--- config.mk ---
export PLATFORM = sky130hd
export DESIGN_NAME = keypad_scan_ctrl
export DESIGN_NICKNAME = d
export VERILOG_FILES = /design/src/rtl/keypad_scan_ctrl_pkg.sv /design/src/rtl/keypad_code_fifo.sv /design/src/rtl/keypad_scan_ctrl.sv
export SDC_FILE = /design/constraint.sdc
export NUM_CORES = 1
export LEC_CHECK = 0
export ABC_AREA = 1
export ABC_CLOCK_PERIOD_IN_PS = 2200
export CORE_MARGIN = 1.5
export CORE_UTILIZATION = 45
export DETAILED_ROUTE_END_ITERATION = 16
export GPL_TIMING_DRIVEN = 0
export PLACE_DENSITY = 0.75
export SLEW_MARGIN = 10
export SYNTH_ARGS = -nofsm -noshare
export SYNTH_HDL_FRONTEND = slang
export SYNTH_SLANG_ARGS = --single-unit
--- constraint.sdc ---
create_clock -name clk -period 2.2 [get_ports clk]
set_clock_uncertainty 0.1 [all_clocks]
set_input_delay 0.44 -clock clk [delete_from_list [all_inputs] [get_ports clk]]
set_output_delay 0.44 -clock clk [all_outputs]
set_load 0.01 [all_outputs]
--- src/rtl/keypad_scan_ctrl_pkg.sv ---
// Shared scan-FSM state type, code width and column helpers
// for the keypad scanner and its code queue.
package keypad_scan_ctrl_pkg;

  localparam int         CODE_W   = 4;
  localparam logic [3:0] ALL_COLS = 4'b1111;

  typedef enum logic [2:0] {
    IDLE, DEBOUNCE, SCAN0, SCAN1, SCAN2, SCAN3, PUSH, RELEASE
  } scanState_t;

  // One column is driven per scan step; every other state drives all columns.
  function automatic logic [3:0] colDrive(input scanState_t s);
    case (s)
      SCAN0:   colDrive = 4'b0001;
      SCAN1:   colDrive = 4'b0010;
      SCAN2:   colDrive = 4'b0100;
      SCAN3:   colDrive = 4'b1000;
      default: colDrive = ALL_COLS;
    endcase
  endfunction

  function automatic logic [1:0] scanIndex(input scanState_t s);
    case (s)
      SCAN1:   scanIndex = 2'd1;
      SCAN2:   scanIndex = 2'd2;
      SCAN3:   scanIndex = 2'd3;
      default: scanIndex = 2'd0;
    endcase
  endfunction

  // An empty final column means the key vanished mid-scan: give up quietly.
  function automatic scanState_t nextScan(input scanState_t s);
    case (s)
      SCAN0:   nextScan = SCAN1;
      SCAN1:   nextScan = SCAN2;
      SCAN2:   nextScan = SCAN3;
      default: nextScan = IDLE;
    endcase
  endfunction

  function automatic logic [1:0] lowestRow(input logic [3:0] r);
    if (r[0])      lowestRow = 2'd0;
    else if (r[1]) lowestRow = 2'd1;
    else if (r[2]) lowestRow = 2'd2;
    else           lowestRow = 2'd3;
  endfunction

endpackage

--- src/rtl/keypad_code_fifo.sv ---
// Key-code queue: power-of-two FIFO with sticky overflow on dropped writes.
module keypad_code_fifo
  import keypad_scan_ctrl_pkg::*;
#(
  parameter int FIFO_DEPTH = 4
) (
  input  logic              clk,
  input  logic              reset,
  input  logic              wr_en_i,
  input  logic [CODE_W-1:0] wr_data_i,
  input  logic              rd_ready_i,
  output logic              valid_o,
  output logic [CODE_W-1:0] data_o,
  output logic              overflow_o
);

  localparam int                PTR_W      = $clog2(FIFO_DEPTH);
  localparam logic [PTR_W:0]    FULL_COUNT = (PTR_W + 1)'(FIFO_DEPTH);

  logic [CODE_W-1:0] mem_q [FIFO_DEPTH];
  logic [PTR_W-1:0]  wrPtr_q, rdPtr_q;
  logic [PTR_W:0]    count_q;
  logic              overflow_q;
  logic              empty, full, pop, push;

  // A pop needs a head to pop, so write+pop on an empty queue only writes;
  // a full queue accepts a write only when the head leaves in the same cycle.
  assign empty = (count_q == '0);
  assign full  = (count_q == FULL_COUNT);
  assign pop   = !empty && rd_ready_i;
  assign push  = wr_en_i && (!full || pop);

  always_ff @(posedge clk or posedge reset) begin
    if (reset) begin
      for (int i = 0; i < FIFO_DEPTH; i++) mem_q[i] <= '0;
      wrPtr_q    <= '0;
      rdPtr_q    <= '0;
      count_q    <= '0;
      overflow_q <= 1'b0;
    end else begin
      if (push) begin
        mem_q[wrPtr_q] <= wr_data_i;
        wrPtr_q        <= wrPtr_q + PTR_W'(1);
      end
      if (pop) rdPtr_q <= rdPtr_q + PTR_W'(1);
      if (push && !pop)      count_q <= count_q + (PTR_W + 1)'(1);
      else if (pop && !push) count_q <= count_q - (PTR_W + 1)'(1);
      if (wr_en_i && full && !pop) overflow_q <= 1'b1;
    end
  end

  assign valid_o    = !empty;
  assign data_o     = mem_q[rdPtr_q];
  assign overflow_o = overflow_q;

endmodule

--- src/rtl/keypad_scan_ctrl.sv ---
// 4x4 keypad scanner: debounces a press, walks the columns to locate the key,
// queues one code per press and waits for a debounced release.
module keypad_scan_ctrl
  import keypad_scan_ctrl_pkg::*;
#(
  parameter int DEBOUNCE_CYCLES = 4,
  parameter int FIFO_DEPTH      = 4
) (
  input  logic              clk,
  input  logic              reset,
  input  logic [3:0]        row,
  output logic [3:0]        col,
  output logic              key_valid,
  output logic [CODE_W-1:0] key_code,
  input  logic              key_ready,
  output logic              overflow
);

  localparam int               CNT_W      = $clog2(DEBOUNCE_CYCLES + 1);
  localparam logic [CNT_W-1:0] CNT_TARGET = CNT_W'(DEBOUNCE_CYCLES);

  scanState_t        state_q, state_d;
  logic [CNT_W-1:0]  cnt_q, cnt_d, cntInc;
  logic [CODE_W-1:0] code_q, code_d;
  logic [3:0]        col_q;
  logic              pushEn;

  assign cntInc = cnt_q + CNT_W'(1);

  // Column drive is registered from the next state so it lines up with state_q.
  always_ff @(posedge clk or posedge reset) begin
    if (reset) begin
      state_q <= IDLE;
      cnt_q   <= '0;
      code_q  <= '0;
      col_q   <= ALL_COLS;
    end else begin
      state_q <= state_d;
      cnt_q   <= cnt_d;
      code_q  <= code_d;
      col_q   <= colDrive(state_d);
    end
  end

  always_comb begin
    state_d = state_q;
    cnt_d   = cnt_q;
    code_d  = code_q;
    unique case (state_q)
      IDLE: begin
        cnt_d = '0;
        if (row != 4'b0) state_d = DEBOUNCE;
      end
      DEBOUNCE: begin
        if (row == 4'b0) begin
          cnt_d   = '0;
          state_d = IDLE;
        end else if (cntInc == CNT_TARGET) begin
          cnt_d   = '0;
          state_d = SCAN0;
        end else begin
          cnt_d = cntInc;
        end
      end
      SCAN0, SCAN1, SCAN2, SCAN3: begin
        if (row != 4'b0) begin
          code_d  = {lowestRow(row), scanIndex(state_q)};
          state_d = PUSH;
        end else begin
          state_d = nextScan(state_q);
        end
      end
      PUSH: begin
        cnt_d   = '0;
        state_d = RELEASE;
      end
      RELEASE: begin
        // Any bounce back to a pressed row restarts the release count.
        if (row != 4'b0) begin
          cnt_d = '0;
        end else if (cntInc == CNT_TARGET) begin
          cnt_d   = '0;
          state_d = IDLE;
        end else begin
          cnt_d = cntInc;
        end
      end
      default: state_d = IDLE;
    endcase
  end

  assign pushEn = (state_q == PUSH);
  assign col    = col_q;

  keypad_code_fifo #(
    .FIFO_DEPTH(FIFO_DEPTH)
  ) u_fifo (
    .clk       (clk),
    .reset     (reset),
    .wr_en_i   (pushEn),
    .wr_data_i (code_q),
    .rd_ready_i(key_ready),
    .valid_o   (key_valid),
    .data_o    (key_code),
    .overflow_o(overflow)
  );

endmodule

# Word level (Yosys, flattened, before mapping)
# Cells that the tools add are included.
[totals]
ff_bits = 38
inputBits = 7
output_inout_bits = 10
[classes]
add_sub_neg = 5
order_cmp = 3
eq_ne = 13
muxes = 25
n_bitwise = 2
n_reduce_logical = 21
[op_table]
columns = ["cell", "count"]
rows = [
  ["3-bit two-way mux", 11],
  ["3-bit equality test (second input constant)", 8],
  ["3-bit one-hot mux with 3 select lines", 2],
  ["16-bit bitwise mux", 1],
  ["4-bit one-hot mux with 4 select lines", 1],
  ["3-bit one-hot mux with 5 select lines", 1],
  ["3-bit by 2-bit equality test with 1-bit output (second input constant)", 4],
  ["4-bit two-way mux", 3],
  ["4-bit binary-select mux with 2-bit select", 1],
  ["4-bit demux with 2-bit select", 1],
  ["1-bit logical AND", 7],
  ["3-bit by 1-bit adder with 3-bit output (second input constant)", 2],
  ["3-bit greater-or-equal comparator (second input constant)", 2],
  ["3-bit logical NOT", 2],
  ["2-bit NOT with 3-bit output", 2],
  ["2-bit one-hot mux with 3 select lines", 1],
  ["2-bit by 1-bit adder with 2-bit output (second input constant)", 2],
  ["1-bit logical NOT", 4],
  ["4-bit logical NOT", 1],
  ["2-bit two-way mux", 2],
  ["4-bit nonzero test", 1],
  ["4-bit OR reduction", 1],
  ["3-bit by 1-bit equality test with 1-bit output (second input constant)", 1],
  ["3-bit by 1-bit less-than comparator with 1-bit output (second input constant)", 1],
  ["other kinds (7)", 7],
]

# Depth between registers and ports, before layout
[depth]
word_depth = 9
depth_mapped = 14
depth_no_buf = 13

# Modules after synthesis
# From an unflattened synthesis, not the netlist that was laid out.
[unflattened]
cells_unflattened = 253
hier_area_um2 = 2182.1
[modules_own_cells]
columns = ["module", "instances", "cells_per_inst", "area_per_inst_um2", "seq_area_each_um2"]
rows = [
  ["keypad_code_fifo", 1, 142, 1280.0, 600.6],
  ["keypad_scan_ctrl", 1, 111, 902.1, 355.3],
]

# Worst setup path before layout
# Ideal clock, no wire load.
[synth_timing]
kind = "register -> register"
start = "register u_fifo.count_q[0]"
end = "register u_fifo.count_q[1]"
setup_ns = 0.125
t_arrival_ns = 2.000
required_time_ns = 1.975
setup_slack_ns = -0.025
stages_incl_launch_ff = 12
path_cell_list = "dfrtp_1 nor2_4 nand2_4 nand2_4 nand3_2 nand2_2 buf_6 inv_2 ha_1 inv_1 fa_1 mux2_2"
[synth_via]
elab_chain_cells = 8
word_cells_on_any_way = 16
[synth_lines]
columns = ["item", "line", "source"]
rows = [
  ["start: declaration", "keypad_code_fifo.sv:22", "logic [PTR_W:0] count_q;"],
  ["start signal: assignment", "keypad_code_fifo.sv:46", "if (push && !pop) count_q <= count_q + (PTR_W + 1)'(1);"],
  ["start signal: assignment", "keypad_code_fifo.sv:47", "else if (pop && !push) count_q <= count_q - (PTR_W + 1)'(1);"],
  ["3-bit logical NOT *", "keypad_code_fifo.sv:28", "assign empty = (count_q == '0);"],
  ["1-bit logical NOT *", "-", ""],
  ["named net key_valid", "keypad_scan_ctrl.sv:13", "output logic key_valid,"],
  ["1-bit logical AND *", "keypad_code_fifo.sv:30", "assign pop = !empty && rd_ready_i;"],
  ["1-bit logical OR *", "keypad_code_fifo.sv:31", "assign push = wr_en_i && (!full || pop);"],
  ["1-bit logical AND *", "keypad_code_fifo.sv:31", ""],
  ["named net u_fifo.push", "keypad_code_fifo.sv:24", "logic empty, full, pop, push;"],
  ["1-bit logical NOT", "keypad_code_fifo.sv:47", ""],
  ["1-bit logical AND", "keypad_code_fifo.sv:47", ""],
  ["2-bit nonzero test (no line)", "-", ""],
]
# Mark *: on every way through the listed nets, which the timed path passes. The rest lies on a longest branch. The select of a mux whose other input is x is not followed.
# A chain may end at the register's enable or synchronous reset.

# Final worst setup path
[layout_timing]
start = "register u_fifo.count_q[1]"
end = "output key_valid"
[layout_via]
elab_chain_cells = 2
[layout_lines]
columns = ["item", "line", "source"]
rows = [
  ["3-bit logical NOT", "keypad_code_fifo.sv:28", ""],
  ["1-bit logical NOT", "keypad_code_fifo.sv:52", "assign valid_o = !empty;"],
  ["end: declaration", "keypad_scan_ctrl.sv:13", ""],
]
# Every way passes these cells.

==> impl_metrics.csv <==
group,metric,value,unit
global_route,first_global_vias,1660,
min_path,hp-class,"flop to flop",
worst_setup_path,timing.critical_path.from_type,"flop",
clocking,cts_hold_repair.buffers,0,
worst_setup_path,worst_ep_required_time,1.66,ns
worst_setup_path,critical_path_depth,4,
sta,slew_viol_final,0,
sta,whs,0.389,ns
sta,post-route-period-util,0.949,
worst_setup_path,r2r-end,"u_fifo.count_q[1]",
worst_setup_path,r2r_cells,10,
global_route,grt_max_degree,39,
global_route,grt_usage,0.187,
sta,max_freq,479,MHz
worst_setup_path,cp_slowest_cell,"clkdlybuf4s50_1",
worst_setup_path,critPathMaxStageDelay,0.47,ns
power_and_ir_drop,p_leak,1.22,nW
die,die-area,5040,um2
cells_and_area,final_nets,297,
clocking,clockRootBuffer,"clkbuf_8",
routing,dr.pass1.iters,4,
routing,viasPerCell,4.99,
cells_and_area,syn_to_final_growth,20.9,%
power_and_ir_drop,intPower,2.16,mW
yosys,synthDistinctLibCells,29,
worst_setup_path,r2r-start,"u_fifo.count_q[1]",
yosys,netlist_instances,247,
routing,wl_per_cell,12.4,um
clocking,cts_max_level,2,
yosys,yosysWarnings,0,
die,core.rowCount,24,
cells_and_area,antennaDiodeCount,0,
sta,min_period,2.09,ns
sta,hold_violations,0,
power_and_ir_drop,peakVddDrop,0.000688,V
sta,worst_slack,0.112,ns
routing,post-route-drc-count,0,
place,pre_cts_ws,-0.434,ns
cells_and_area,drive_gt1_frac,0.223,
power_and_ir_drop,combPwrFrac,0.537,
power_and_ir_drop,netSwitchingPower,1.62,mW
sta,max_slew_margin,0.483,
min_path,hold_depth,2,
die,core,4410,um2
worst_setup_path,end_kind,"output pin",
cells_and_area,multi_input_area,1000,um2
yosys,synthTopCellsByArea,"dfrtp_1 (41%), nand2_1 (11%), o21ai_0 (7.2%), dfstp_2 (5.1%), nor2_1 (5.1%)",
clocking,path_clk_slew,0.07,ns
global_route,antenna_found_initial,0,
die,io_pins,17,
yosys,synth_largest_area_cell,"dfrtp_1",
power_and_ir_drop,switching_share,0.429,
cells_and_area,num-fill-cells,402,
clocking,tritoncts,"done",
sta,rsz0062_at_grt,"false",
worst_setup_path,crit_path_cell_trace,"nor2_4, nand2_4, buf_4, clkdlybuf4s50_1",
outcome,status,"completed",
clocking,cts_sinks,38,
yosys,ys_ff_latch,38,
place,portBuffers,16,
die,fp.dieW,71,um
power_and_ir_drop,sequentialPowerShare,0.334,
clocking,max-clock-path-buffers,2,
die,start_util,0.471,
worst_setup_path,r2r_slack,0.14,ns
cells_and_area,final_common_cell,"nand2_1",
power_and_ir_drop,powerDensity,1500,nW/um2
yosys,synth.net_count,263,
global_route,overflow,0,
routing,drt-total-wl,4.14,mm
power_and_ir_drop,power.clock.fraction,0.130,
min_path,min_to,"cnt_q[1]",
die,die_h,71,um
worst_setup_path,path_class,"flop to output pin",
worst_setup_path,cpLargestDelayFamily,"buffers and inverters",
clocking,clock_latency,0.29,ns
worst_setup_path,critPathArrivalTime,1.55,ns
sta,setup_viol,0,
sta,worstMarginPinSlew,0.774,ns
worst_setup_path,path_buf_inv,2,
place,hpwl,2.96,mm
yosys,syn-cell-area,2080,um2
place,routabilityCongestion,0.873,
cells_and_area,regArea,957,um2
flow_run,maxCapViolCount,0,
routing,drt_iter0_drc,128,
worst_setup_path,critPathMaxFanout,2,
min_path,hp-start,"cnt_q[1]",
yosys,synth_top_area_share,0.409,
routing,via_count,1667,
yosys,yosysSeqAreaShare,0.459,
cells_and_area,layout_common_cells,"nand2_1 (58), dfrtp_1 (33), o21ai_0 (29)",
yosys,syn_avg_cell_area,8.42,um2
routing,ant_nets,0,
global_route,grt_pass1_wl,7.39,mm
clocking,cts_inserted_buffers,5,
tightest hold or removal path, stage by stage, from the launching register on:
cell and delay [ns]:
dfrtp_1 0.35, nand2_1 0.05, nand2_1 0.06
worst max-delay path by stage:
stage                           start  slack, ns           endpoint
detailed placement          key_ready      -0.43  u_fifo.count_q[1]
global route        u_fifo.count_q[1]       0.04  u_fifo.count_q[1]
global placement            key_ready      -0.40  u_fifo.count_q[1]
finish              u_fifo.count_q[1]       0.11          key_valid
floorplan           u_fifo.count_q[1]       0.01  u_fifo.count_q[1]
CTS                 u_fifo.count_q[0]       0.01  u_fifo.count_q[1]
cell usage after synthesis, drive strengths merged:
library cell and instances:
nand2 66, nor2 37, dfrtp 34, o21ai 32
inv 25, nand3 19, ha 8, buf 6
dfstp 4, o22ai 4, xor2 3, a21oi 2
clkinv 1, fa 1, mux2 1, o21bai 1
o31ai 1, or2 1, xnor2 1
metal layers:
metal,vias up,wire length (um),track usage
li1,852,-,-
met3,6,143,0.0484
met5,-,0,0
met2,31,2040,0.316
met4,0,61,0.0671
met1,778,1900,0.233
cell type report:
type | instances | share of cell area
Multi-Input combinational cell | 177 | 0.398
Sequential cell | 38 | 0.380
Timing Repair Buffer | 27 | 0.0940
Inverter | 26 | 0.0413
Clock buffer | 7 | 0.0343
Tap cell | 52 | 0.0259
Buffer | 5 | 0.0209
Timing Repair inverter | 1 | 0.00298
Clock inverter | 1 | 0.00199
through the flow:
stage | power (mW) | cell area [um2] | setup TNS, ns | std cells | util
finish | 3.78 | 2520 | 0 | 334 | 0.570
detailed placement | 3.15 | 2310 | -0.833 | 315 | 0.522
CTS | 3.81 | 2520 | 0 | 333 | 0.570
global placement | 3.08 | 2310 | -2.01 | 315 | 0.522
global route | 4.10 | 2520 | 0 | 334 | 0.570
floorplan | 2.56 | 2080 | 0 | 247 | -
cells by family after synthesis:
| group | after synthesis | share of synthesized area |
|---|---|---|
| flops | 38 | 0.459 |
| simple gates | 123 | 0.280 |
| buf+inv | 32 | 0.0776 |
| fa+ha+maj | 9 | 0.0577 |
| xor+xnor | 4 | 0.0168 |
| mux | 1 | 0.00541 |
| compound gates | 40 | 0.103 |
state kept, by name, indices dropped and copies added, names as in the netlist:
register / cells
state_q: 3
code_q: 4
col: 4
u_fifo.count_q: 3
u_fifo.overflow_o: 1
u_fifo.wrPtr_q: 2
u_fifo.mem_q: 16
u_fifo.rdPtr_q: 2
cnt_q: 3
what timing repair did:
item,4_1_cts,5_1_grt
gates cloned,1,0
gates resized for setup,19,0
endpoints found under the setup margin,6,2
buffers inserted,9,2
pin swaps,5,5
power groups by stage:
| stage | clock network (mW) | registers (mW) | logic, mW |
|---|---|---|---|
| finish | 0.490 | 1.26 | 2.03 |
| floorplan | 0 | 1.23 | 1.32 |
| detailed placement | 0 | 1.28 | 1.87 |
| global route | 0.529 | 1.30 | 2.27 |
| global placement | 0 | 1.26 | 1.82 |
| CTS | 0.503 | 1.26 | 2.05 |
Power figures use the tool's default switching activity.
